<file path="config.mk">
export PLATFORM = sky130hd
export DESIGN_NAME = pc_fetch_unit
export DESIGN_NICKNAME = d
export VERILOG_FILES = /design/src/rtl/pc_fetch_unit.sv
export SDC_FILE = /design/constraint.sdc
export NUM_CORES = 1
export LEC_CHECK = 0
export ABC_AREA = 1
export CAP_MARGIN = 20
export CORE_ASPECT_RATIO = 0.75
export CORE_MARGIN = 4
export CORE_UTILIZATION = 41
export CTS_BUF_LIST = sky130_fd_sc_hd__clkbuf_16
export DETAILED_ROUTE_END_ITERATION = 8
export GPL_TIMING_DRIVEN = 1
export HOLD_SLACK_MARGIN = 0.03
export PLACE_DENSITY_LB_ADDON = 0.25
export RECOVER_POWER = 50
export SYNTH_ARGS = -nofsm -noshare
export SYNTH_HDL_FRONTEND = slang
export SYNTH_SLANG_ARGS = --single-unit
</file>
<file path="constraint.sdc">
create_clock -name clk_i -period 1.6 [get_ports clk_i]
set_input_delay 0.16 -clock clk_i [delete_from_list [all_inputs] [get_ports clk_i]]
set_output_delay 0.16 -clock clk_i [all_outputs]
set_load 0.05 [all_outputs]
</file>
<file path="src/rtl/pc_fetch_unit.sv">
// Program counter and fetch sequencer: IDLE/RUN/HALTED control, 16-entry
// branch-target table, and a saturating RUN-cycle counter for benchmarking.
module pc_fetch_unit #(
  parameter int PC_W       = 10,
  parameter int START_ADDR = 0,
  parameter int CNT_W      = 16
) (
  input  logic             clk_i,
  input  logic             reset_i,
  input  logic             start_i,
  input  logic             halt_i,
  input  logic             branch_i,
  input  logic [3:0]       br_idx_i,
  input  logic             lut_we_i,
  input  logic [3:0]       lut_addr_i,
  input  logic [PC_W-1:0]  lut_data_i,
  output logic [PC_W-1:0]  pc_o,
  output logic             run_o,
  output logic             done_o,
  output logic [CNT_W-1:0] cycle_cnt_o
);

  typedef enum logic [1:0] {IDLE, RUN, HALTED} state_t;

  localparam int            NUM_ENT  = 16;
  localparam logic [PC_W-1:0]  START_PC = START_ADDR[PC_W-1:0];
  localparam logic [PC_W-1:0]  PC_ONE   = {{(PC_W-1){1'b0}}, 1'b1};
  localparam logic [CNT_W-1:0] CNT_ONE  = {{(CNT_W-1){1'b0}}, 1'b1};
  localparam logic [CNT_W-1:0] CNT_MAX  = '1;

  state_t                            state;
  logic [NUM_ENT-1:0][PC_W-1:0]      br_tbl;
  logic [PC_W-1:0]                   pc_q;
  logic [CNT_W-1:0]                  cnt_q;
  logic [PC_W-1:0]                   br_tgt;

  // Read sees the pre-edge array, so a same-cycle write to the branched
  // index only takes effect for later branches.
  assign br_tgt = br_tbl[br_idx_i];

  always_ff @(posedge clk_i) begin
    if (reset_i) begin
      state  <= IDLE;
      pc_q   <= '0;
      cnt_q  <= '0;
      br_tbl <= '0;
    end else begin
      if (lut_we_i) br_tbl[lut_addr_i] <= lut_data_i;
      case (state)
        IDLE, HALTED: begin
          if (start_i) begin
            state <= RUN;
            pc_q  <= START_PC;
            cnt_q <= '0;
          end
        end
        RUN: begin
          if (cnt_q != CNT_MAX) cnt_q <= cnt_q + CNT_ONE;
          // Halt leaves pc on the HALT instruction and beats a branch.
          if (halt_i)        state <= HALTED;
          else if (branch_i) pc_q  <= br_tgt;
          else               pc_q  <= pc_q + PC_ONE;
        end
        default: state <= IDLE;
      endcase
    end
  end

  assign pc_o        = pc_q;
  assign cycle_cnt_o = cnt_q;
  assign run_o       = (state == RUN);
  assign done_o      = (state == HALTED);

endmodule

</file>
==> impl_results.md <==
* Worst-path maximum fanout at 3
* Max-slew headroom at 0.732
* Synth cell count leaders: nor2_1 (256), nand2_1 (229), dfxtp_1 (188), o21ai_0 (180), nand3_1 (136)
* Sequential fraction of the synthesis area at 0.417
* Vias/cell at 5.25
* CTS root buf: clkbuf_16
* CP arrival at 1.36 ns
* EDFF count, synth at 0
* Die height at 136 um
* Clk_skew at 0.0131 ns
* Share of the synthesized area in the top cell type at 0.417
* Synth Warn # at 0
* Pwr/cell area at 926 nW/um2
* Iter 0 DRT Violations at 941
* Setup-failing EPs final at 0
* Synth async-reset ratio at 0
* Highest Clock Rate at 0.656 GHz
* DP Area at 10300 um2
* CP required at 1.44 ns
* Clock Tree Buf Depth at 2
* P&R area growth vs syn at 19.8%
* Dpl cells at 1663
* Clock Latency Late Sink at 0.43 ns
* Post-route ant nets at 0
* Post-layout util at 0.506
* Post-layout nets at 1421
* Hold Crit Class: primary input to flip-flop
* Final hold slack at 0.411 ns
* Critical setup path kind: flip-flop to output port
* Detailed-route via count at 8887
* Measured slew at the worst slew-check pin at 0.401 ns
* Final std cells w/o fill at 1694
* Clock sink count at 188
* Initial antenna violation count at 1
* First-pass GRT wire length at 44200 um
* Final Hold Viols at 0
* Inserted Clock Buffers at 17
* Most frequent cell after synthesis: nor2_1
* Routability cong. at 0.912
* Number of global-route vias before repair at 7962
* Initial Util at 0.422
* DR DRC count at 0
* Leak at 0.00447 uW
* Post-route cell area at 10800 um2
* Average size of a mapped cell at 6.80 um2
* Yosys reg bits at 188
* Clock slew at reported path FFs at 0.07 ns
* Pre-antenna DRT Iters at 5
* MaxCap Viol Count at 0
* FILL cells at 2093
* CTS tree: built
* Status: completed
* RSZ-0062 raised after global routing: yes
* Critical Path Sink Type: output port
* Cell variety after synth at 35
* # IOs at 52
* Most area-hungry cell type in the Yosys netlist: dfxtp_1
* Largest net degree at the start of global routing at 70
* Antenna cell count at 0
* Share of cells above drive strength 1 at 0.153
* Leading post-synthesis cells by cell area: dfxtp_1 (42%), nor2_1 (11%), o21ai_0 (10%), nand2_1 (9.5%), nand3_1 (7.5%)
* Slew Viols, Final at 0
* Wire per inst at 16.4 um
* # hold bufs at CTS at 0
* All-Layer GR Usage at 0.231
* Die area at 24500 um2
* VDD IR max at 0.000690 V
* Synth Cell Area at 9020 um2
* Core Region at 21400 um2
* Cells after Synth at 1326
* GRT overflow at 0
* H-tree Lvls at 4
* Synth Flop Type: dfxtp_1
* Synth Net Count at 1352
* Worst Setup Start Kind: flip-flop
* WL final at 27800 um
* Detailed placement HPWL at 18900 um
* I/O Buffers at 51
* Row cnt at 46
* Die Wd at 179 um
* Final Cycle Share at 0.952
* Tmin final at 1.52 ns
-- metrics by stage --
step / setup slack (ns) / power, uW / TNS, ns
after floorplan: 0.00201 / 5600 / 0
after global placement: -0.0975 / 6110 / -2.20
after detailed placement: -0.163 / 6120 / -5.02
after CTS: 0.00888 / 10000 / 0
after global routing: -0.0141 / 10400 / -0.0141
final: 0.0760 / 10000 / 0
-- path summary, 6_finish.rpt --
path         slack, ns              end      startpoint  depth (start not counted)
max reg2reg       0.12  cycle_cnt_o[15]  cycle_cnt_o[1]                         11
max               0.08            run_o        state[0]                          4
min               0.41         state[1]         start_i                          4
min reg2reg       0.44        br_tbl[3]       br_tbl[3]                          2
-- timing repair --
action | 4_1_cts | 5_1_grt
buffers inserted | 0 | 1
resized for setup | 0 | 5
endpoints found under the setup margin | 0 | 16
-- cells in the final DEF, fill, tap and decap left out, types with 2 or more instances in the layout --
master / Yosys / routed
nor2_2: 4 / 3
nor2_4: 12 / 13
clkinv_2: 0 / 2
a21oi_1: 79 / 79
o211ai_1: 11 / 11
clkdlybuf4s50_1: 0 / 21
nand2_1: 229 / 229
o21ai_0: 180 / 179
inv_2: 23 / 23
clkinvlp_4: 0 / 3
nand3_1: 136 / 135
inv_1: 78 / 79
o21ai_1: 2 / 3
dfxtp_2: 0 / 17
inv_6: 0 / 3
buf_4: 9 / 89
buf_12: 0 / 20
nor3_2: 6 / 6
clkbuf_16: 0 / 17
inv_4: 2 / 2
nor3_1: 4 / 4
nand4_1: 9 / 9
nor2_1: 256 / 256
dfxtp_4: 0 / 2
or2_2: 2 / 2
nand3_2: 1 / 2
dfxtp_1: 188 / 169
clkinv_1: 3 / 6
a21oi_2: 3 / 3
xor2_1: 7 / 7
-- where the power goes --
group / leakage, uW / internal [uW] / switching, uW
sequential: 0.00153 / 4780 / 50.2
clock: 0.000257 / 2110 / 1850
combinational: 0.00268 / 428 / 785
-- area by class of cell --
| type | instances | area [um2] | share of cell area |
|---|---|---|---|
| clock buffer | 17 | 425 | 0.0394 |
| tap | 288 | 360 | 0.0334 |
| sequential | 188 | 3790 | 0.351 |
| timing repair buffer | 132 | 1290 | 0.120 |
| multi-input combinational | 950 | 4420 | 0.409 |
| clock inverter | 13 | 103 | 0.00950 |
| inverter | 106 | 404 | 0.0374 |
-- layer usage --
metal	global-route usage	up-vias	routed length (um)
met5	0	-	0
met4	0.0554	0	469
met3	0.0495	35	2280
met2	0.323	307	11600
met1	0.360	4113	13500
li1	-	4432	-
-- cell families after synthesis --
group,Yosys count,share of synthesized area
AND/OR/NAND/NOR,664,0.321
AO/OA/AOI/OAI,276,0.158
buffers and inverters,188,0.0935
flip-flops,188,0.417
XOR/XNOR,8,0.00777
adder cells (fa/ha/maj),2,0.00277
-- flip-flops by register name, indices dropped and copies added, names as in the netlist --
signal       count
pc_o            10
cycle_cnt_o     16
state            2
br_tbl         160
-- worst max-delay path, stage by stage (launching register included) --
cell	delay [ns]
dfxtp_1	0.37
inv_1	0.11
nor2_4	0.17
buf_4	0.16
buf_12	0.13
Note: power is estimated with default switching activity, not from simulation.
